`config.mk`:
```
export PLATFORM = sky130hd
export DESIGN_NAME = melody_sequencer_flat
export DESIGN_NICKNAME = d
export VERILOG_FILES = /design/src/rtl/melody_pkg.sv /design/src/rtl/melody_sequencer_if.sv /design/src/rtl/tone_divider.sv /design/src/rtl/melody_sequencer.sv /design/src/flat_wrapper.sv
export SDC_FILE = /design/constraint.sdc
export NUM_CORES = 1
export LEC_CHECK = 0
export CORE_ASPECT_RATIO = 0.75
export CORE_MARGIN = 2
export CORE_UTILIZATION = 45
export DETAILED_ROUTE_END_ITERATION = 12
export HOLD_SLACK_MARGIN = 0.12
export PLACE_DENSITY = 0.65
export SLEW_MARGIN = 30
export SYNTH_ARGS = -nofsm -noshare
export SYNTH_HDL_FRONTEND = slang
export SYNTH_SLANG_ARGS = --single-unit
```
`constraint.sdc`:
```
create_clock -name clock -period 6.6 [get_ports clock]
set_input_delay 1.32 -clock clock [delete_from_list [all_inputs] [get_ports clock]]
set_output_delay 1.32 -clock clock [all_outputs]
set_load 0.03 [all_outputs]
```
`src/rtl/melody_pkg.sv`:
```
// Shared types, note table and the half-period helper for melody_sequencer.
// Optional looping playback is enabled in the top by defining MELODY_SEQUENCER_LOOP_EN.
package melody_pkg;

  localparam int unsigned FREQ_W    = 16;
  localparam int unsigned DUR_W     = 12;
  localparam int unsigned HP_W      = 26;
  localparam int unsigned SEG_W     = 16;
  localparam int unsigned TABLE_LEN = 8;

  typedef struct packed {
    logic [FREQ_W-1:0] freq_hz;
    logic [DUR_W-1:0]  dur_ticks;
  } note_t;

  // freq_hz of 0 is a rest
  localparam note_t NOTE_TABLE [TABLE_LEN] = '{
    '{16'd262, 12'd400},
    '{16'd294, 12'd400},
    '{16'd330, 12'd400},
    '{16'd0,   12'd200},
    '{16'd349, 12'd400},
    '{16'd392, 12'd400},
    '{16'd440, 12'd400},
    '{16'd494, 12'd800}
  };

  typedef enum logic [1:0] {
    ST_IDLE,
    ST_PLAY,
    ST_GAP,
    ST_DONE
  } state_e;

  // Clock cycles per half tone period; only ever evaluated on constants
  function automatic int unsigned half_period(int unsigned clk_hz, int unsigned freq_hz);
    if (freq_hz == 0) return 0;
    return clk_hz / (2 * freq_hz);
  endfunction

endpackage

```
`src/rtl/melody_sequencer_if.sv`:
```
// Control/status bundle between the player controller and melody_sequencer.
interface melody_sequencer_if #(
  parameter int unsigned IDX_W = 3
);
  logic             start;
  logic             stop;
  logic             audio_out;
  logic             playing;
  logic [IDX_W-1:0] note_idx;
  logic             done;

  modport master (
    output start, stop,
    input  audio_out, playing, note_idx, done
  );

  modport slave (
    input  start, stop,
    output audio_out, playing, note_idx, done
  );
endinterface

```
`src/rtl/tone_divider.sv`:
```
// Square-wave generator: toggles every half_period_i cycles, held low when cleared or at zero.
module tone_divider
  import melody_pkg::*;
(
  input  logic            clock,
  input  logic            reset,
  input  logic            clr_i,
  input  logic [HP_W-1:0] half_period_i,
  output logic            sq_o
);

  logic [HP_W-1:0] cnt_q, cnt_d;
  logic            sq_q, sq_d;

  always_comb begin
    cnt_d = cnt_q;
    sq_d  = sq_q;
    if (clr_i || half_period_i == '0) begin
      cnt_d = '0;
      sq_d  = 1'b0;
    end else if (cnt_q == half_period_i - HP_W'(1)) begin
      cnt_d = '0;
      sq_d  = ~sq_q;
    end else begin
      cnt_d = cnt_q + HP_W'(1);
    end
  end

  always_ff @(posedge clock or posedge reset) begin
    if (reset) begin
      cnt_q <= '0;
      sq_q  <= 1'b0;
    end else begin
      cnt_q <= cnt_d;
      sq_q  <= sq_d;
    end
  end

  assign sq_o = sq_q;

endmodule

```
`src/rtl/melody_sequencer.sv`:
```
// Plays NOTE_TABLE as a square-wave tone stream with silent gaps between notes.
// Define MELODY_SEQUENCER_LOOP_EN to wrap back to note 0 instead of finishing.
module melody_sequencer
  import melody_pkg::*;
#(
  parameter int unsigned CLK_HZ    = 100_000_000,
  parameter int unsigned TICK_HZ   = 1000,
  parameter int unsigned NUM_NOTES = 8,
  parameter int unsigned GAP_TICKS = 20,
  parameter int unsigned IDX_W     = 3
) (
  input logic               clock,
  input logic               reset,
  melody_sequencer_if.slave bus
);

  localparam int unsigned TICK_DIV = CLK_HZ / TICK_HZ;
  localparam int unsigned TICK_W   = (TICK_DIV > 1) ? $clog2(TICK_DIV) : 1;
  localparam logic [TICK_W-1:0] TICK_LAST = TICK_W'(TICK_DIV - 1);
  localparam logic [SEG_W-1:0]  GAP_LAST  = SEG_W'(GAP_TICKS - 1);
  localparam logic [IDX_W-1:0]  LAST_IDX  = IDX_W'(NUM_NOTES - 1);

  state_e            state_q, state_d;
  logic [IDX_W-1:0]  note_idx_q, note_idx_d;
  logic [SEG_W-1:0]  seg_cnt_q, seg_cnt_d;
  logic [TICK_W-1:0] tick_cnt_q, tick_cnt_d;
  logic              playing_q, playing_d;
  logic              done_q, done_d;

  logic              tick_c;
  logic              seg_clr_c;
  logic              advance_c;
  logic              tone_clr_c;
  logic [SEG_W-1:0]  dur_last_c;
  logic [DUR_W-1:0]  dur_cur_c;
  logic [HP_W-1:0]   hp_cur_c;
  logic [HP_W-1:0]   hp_tab [NUM_NOTES];

  // Half periods are elaboration-time constants, one per table entry
  for (genvar g = 0; g < NUM_NOTES; g++) begin : g_hp
    assign hp_tab[g] = HP_W'(half_period(CLK_HZ, 32'(NOTE_TABLE[g].freq_hz)));
  end

  assign hp_cur_c   = hp_tab[note_idx_q];
  assign dur_cur_c  = NOTE_TABLE[note_idx_q].dur_ticks;
  assign dur_last_c = (dur_cur_c == '0) ? '0 : SEG_W'(dur_cur_c) - SEG_W'(1);
  assign tick_c     = (tick_cnt_q == TICK_LAST);

  // Next-state and registered-output logic
  always_comb begin
    state_d    = state_q;
    note_idx_d = note_idx_q;
    seg_cnt_d  = seg_cnt_q;
    tick_cnt_d = tick_c ? '0 : tick_cnt_q + TICK_W'(1);
    seg_clr_c  = 1'b0;
    advance_c  = 1'b0;
    done_d     = 1'b0;

    unique case (state_q)
      ST_IDLE: begin
        if (bus.start && !bus.stop) begin
          state_d    = ST_PLAY;
          note_idx_d = '0;
          seg_clr_c  = 1'b1;
        end
      end
      ST_PLAY: begin
        if (tick_c) begin
          if (seg_cnt_q == dur_last_c) begin
            seg_clr_c = 1'b1;
            if (GAP_TICKS > 0) state_d = ST_GAP;
            else               advance_c = 1'b1;
          end else begin
            seg_cnt_d = seg_cnt_q + SEG_W'(1);
          end
        end
      end
      ST_GAP: begin
        if (tick_c) begin
          if (seg_cnt_q == GAP_LAST) begin
            seg_clr_c = 1'b1;
            advance_c = 1'b1;
          end else begin
            seg_cnt_d = seg_cnt_q + SEG_W'(1);
          end
        end
      end
      ST_DONE: begin
        state_d = ST_IDLE;
      end
      default: begin
        state_d = ST_IDLE;
      end
    endcase

    if (advance_c) begin
      if (note_idx_q < LAST_IDX) begin
        note_idx_d = note_idx_q + IDX_W'(1);
        state_d    = ST_PLAY;
      end else begin
`ifdef MELODY_SEQUENCER_LOOP_EN
        note_idx_d = '0;
        state_d    = ST_PLAY;
        done_d     = 1'b1;
`else
        note_idx_d = '0;
        state_d    = ST_DONE;
`endif
      end
    end

    // Stop overrides everything, including a same-cycle wrap pulse
    if (state_q != ST_IDLE && bus.stop) begin
      state_d    = ST_IDLE;
      note_idx_d = '0;
      done_d     = 1'b0;
    end

    if (state_d == ST_DONE) done_d = 1'b1;

    if (seg_clr_c || state_d == ST_IDLE || state_d == ST_DONE) begin
      tick_cnt_d = '0;
      seg_cnt_d  = '0;
    end

    playing_d  = (state_d == ST_PLAY) || (state_d == ST_GAP);
    tone_clr_c = seg_clr_c || (state_d != ST_PLAY);
  end

  always_ff @(posedge clock or posedge reset) begin
    if (reset) begin
      state_q    <= ST_IDLE;
      note_idx_q <= '0;
      seg_cnt_q  <= '0;
      tick_cnt_q <= '0;
      playing_q  <= 1'b0;
      done_q     <= 1'b0;
    end else begin
      state_q    <= state_d;
      note_idx_q <= note_idx_d;
      seg_cnt_q  <= seg_cnt_d;
      tick_cnt_q <= tick_cnt_d;
      playing_q  <= playing_d;
      done_q     <= done_d;
    end
  end

  tone_divider u_tone (
    .clock         (clock),
    .reset         (reset),
    .clr_i         (tone_clr_c),
    .half_period_i (hp_cur_c),
    .sq_o          (bus.audio_out)
  );

  assign bus.playing  = playing_q;
  assign bus.note_idx = note_idx_q;
  assign bus.done     = done_q;

endmodule

```
`src/flat_wrapper.sv`:
```
// flat-port wrapper written by rule: the top's interface ports become plain ports
module melody_sequencer_flat import melody_pkg::*;
#(
  parameter int unsigned CLK_HZ    = 100_000_000,
  parameter int unsigned TICK_HZ   = 1000,
  parameter int unsigned NUM_NOTES = 8,
  parameter int unsigned GAP_TICKS = 20,
  parameter int unsigned IDX_W     = 3
)
  (clock, reset, bus_start, bus_stop, bus_audio_out, bus_playing, bus_note_idx, bus_done);
  melody_sequencer_if #(.IDX_W(IDX_W)) bus_i ();
  input logic clock;
  input logic reset;
  input wire logic [$bits(bus_i.start)-1:0] bus_start;
  input wire logic [$bits(bus_i.stop)-1:0] bus_stop;
  output wire logic [$bits(bus_i.audio_out)-1:0] bus_audio_out;
  output wire logic [$bits(bus_i.playing)-1:0] bus_playing;
  output wire logic [$bits(bus_i.note_idx)-1:0] bus_note_idx;
  output wire logic [$bits(bus_i.done)-1:0] bus_done;
  assign bus_i.start = bus_start;
  assign bus_i.stop = bus_stop;
  assign bus_audio_out = bus_i.audio_out;
  assign bus_playing = bus_i.playing;
  assign bus_note_idx = bus_i.note_idx;
  assign bus_done = bus_i.done;
  melody_sequencer #(.CLK_HZ(CLK_HZ), .TICK_HZ(TICK_HZ), .NUM_NOTES(NUM_NOTES), .GAP_TICKS(GAP_TICKS), .IDX_W(IDX_W)) u_core (.clock(clock), .reset(reset), .bus(bus_i));
endmodule
```
==> reports/metrics.yaml <==
grt_pass1_wl_um: 17770
ys_seq_elements: 67
hold_viol_final: 0
grt_pass1_vias: 3526
powerDensity_nw_per_um2: 236.2
ios: 10
num_rows: 31
rr_endpoint: "u_core.tick_cnt_q[16]"
routed-wl-met2_um: 4376
cts_resized: 0
final_layout_size_suffix_gt1_share_pct: 8.413
cts_tree: "done"
finalClockSkew_ns: 0.006559
synth_most_common_cell: "nor2_1"
n_antenna_cell: 0
cts_root_buf: "clkbuf_16"
hold_end: "u_core.tick_cnt_q[0]"
syn_inst: 517
firstDrtPassIters: 5
critPathKind: "register to register"
wl_met3_um: 552
min-delay-start: "u_core.tick_cnt_q[0]"
power_mw: 1.222
cts_hold_buffers: 0
p_leak_nw: 2.097
fin_ws_ns: 1.130
maxSlewHeadroom_pct: 35.94
required_ns: 6.86
rrSetupSlack_ns: 1.13
fin_nets: 546
synthTopCellsByCount: "nor2_1 (69), dfrtp_1 (67), xnor2_1 (41), nand2_1 (36), nand3_1 (28)"
area_growth_pct: 12.03
grt_max_degree: 68
slew_violations: 0
totalWireLength_um: 10570
dieArea_um2: 11090
synthDominantCellAreaShare_pct: 36.31
synth_fp_nets: 545
clk_latency_ns: 0.34
yosysUniqueCellTypes: 62
tightest_slew_ns: 0.9536
crit_fanout: 24
min_period_ns: 5.470
cts_max_level: 3
synthFlopType: "dfrtp_1"
drtIter0Drc: 320
grt_overflow_total: 0
tns_ns: 0
whs_path_depth: 1
yosysWarnings: 0
synth_edf_count: 0
synth.area.top_cells: "dfrtp_1 (36%), xnor2_1 (7.8%), ha_1 (6.5%), nor2_1 (5.6%), xor2_1 (4.6%)"
gp_congestion: 0.9145
rsz0062_at_grt: "false"
coreArea_um2: 9813
cts_sinks: 67
hp-class: "register to register"
synth.cell_area_um2: 4617
rr_worst_depth: 16
drc_errors: 0
wl_per_cell_um: 16.14
max-vdd-ir-drop_uv: 147.5
chipWidth_um: 121.0
antenna_found_initial: 0
synthArstFlopShare_pct: 100.0
path_clk_slew_ns: 0.06
critPathArrivalTime_ns: 5.73
m1WireLength_um: 5469
fp.dieH_um: 91.72
cts_setup_buffers: 0
io_buffer_count: 9
worstReg2RegStart: "u_core.bus.note_idx[2]"
cts_made_buffers: 9
max_freq_ghz: 0.1828
period_share_pct: 82.87
dp_hpwl_um: 7416
post-place-ws_ns: 0.9135
vias_per_cell: 5.698
cts_max_path_buffers: 2
top_layer: "met4"
num_vias: 3732
track_usage_pct: 20.22
yosysSeqAreaShare_pct: 36.31
maxCapViolCount: 0
endpoint_kind: "register"
yosys.area.top_type: "dfrtp_1"
cp-start-kind: "register"
fin_util_pct: 52.71
initial_core_util_pct: 47.05
avgSynthCellArea_um2: 8.930
setup_viol: 0
postRouteAntennaNets: 0
status: "complete, no violations"
==> per-layer routing <==
metal | vias to the layer above | global-route usage (%)
met2 | 87 | 27.86
li1 | 1831 | -
met3 | 18 | 4.353
met1 | 1796 | 30.94
met5 | - | 0
met4 | 0 | 6.880
==> layout by cell type, fill, tap and decap left out, drive strengths merged, types with 12 or more instances in the layout <==
cell	instances
nor2	69
xnor2	41
inv	19
nand3	28
nand2	36
dfrtp	67
ha	24
xor2	24
a21oi	15
and3	16
nor3	12
nand4	13
==> cells by family after synthesis <==
| group | synth area share, % |
|---|---|
| muxes | 1.816 |
| DFF | 36.31 |
| buffers and inverters | 3.631 |
| adders and majority gates | 6.504 |
| xor gates and xnor gates | 12.33 |
| AOI/OAI and AO/OA | 11.84 |
| and+or+nand+nor | 27.56 |
==> cell type report <==
class	instances	area, um2
clock inverters	7	116.4
clock buffers	9	225.2
repair buffers	12	123.9
fillers	886	4641
multi-input cells	409	2794
well taps	132	165.2
flip-flops and latches	67	1677
inverters	19	71.32
==> registers in the layout, indices dropped and copies added, names as in the netlist <==
name                 cells
u_core.tick_cnt_q       17
u_core.u_tone.sq_o       1
u_core.u_tone.cnt_q     26
u_core.bus.note_idx      3
u_core.bus.playing       1
u_core.seg_cnt_q        16
u_core.bus.done          1
u_core.state_q           2
==> how the worst max path moves through the flow <==
| stage | start | end | slack, ns | cells past startpoint |
|---|---|---|---|---|
| after global placement | u_core.bus.note_idx[2] | u_core.tick_cnt_q[3] | 1.14 | 16 |
| after CTS | u_core.bus.note_idx[2] | u_core.tick_cnt_q[16] | 0.86 | 16 |
| after detailed placement | u_core.bus.note_idx[2] | u_core.tick_cnt_q[16] | 0.91 | 16 |
| final | u_core.bus.note_idx[2] | u_core.tick_cnt_q[16] | 1.13 | 16 |
| after global routing | u_core.bus.note_idx[2] | u_core.tick_cnt_q[3] | 0.64 | 16 |
| after floorplan | u_core.bus.note_idx[2] | u_core.tick_cnt_q[10] | 1.60 | 18 |
==> worst max-delay path, stage by stage (launching register included) <==
cell and delay, ns:
dfrtp_1 0.65, inv_1 0.43, ha_1 0.28, inv_1 0.06, ha_1 0.22, or4_1 0.48
a211oi_1 0.27, a211oi_1 0.15, nor4_2 0.60, a21boi_0 0.18, o31a_1 0.29, o31a_1 0.32
ha_1 0.22, or2_2 0.30, a211oi_2 0.44, nand2_1 0.31, nor2_1 0.17
==> metrics by stage <==
step	std cells	hold slack, ns	cell area [um2]
after detailed placement	639	0.5011	4818
after global placement	638	0.5051	4797
after CTS	655	0.5094	5160
after floorplan	517	0.4689	4617
after global routing	655	0.5662	5172
final	655	0.5124	5172
==> report_power, final <==
group	switching, mW	internal [mW]	total (mW)
sequential	0.0214	0.429	0.450
combinational	0.149	0.0719	0.221
clock	0.183	0.368	0.551
No activity file was read; power rests on OpenSTA's default activity.
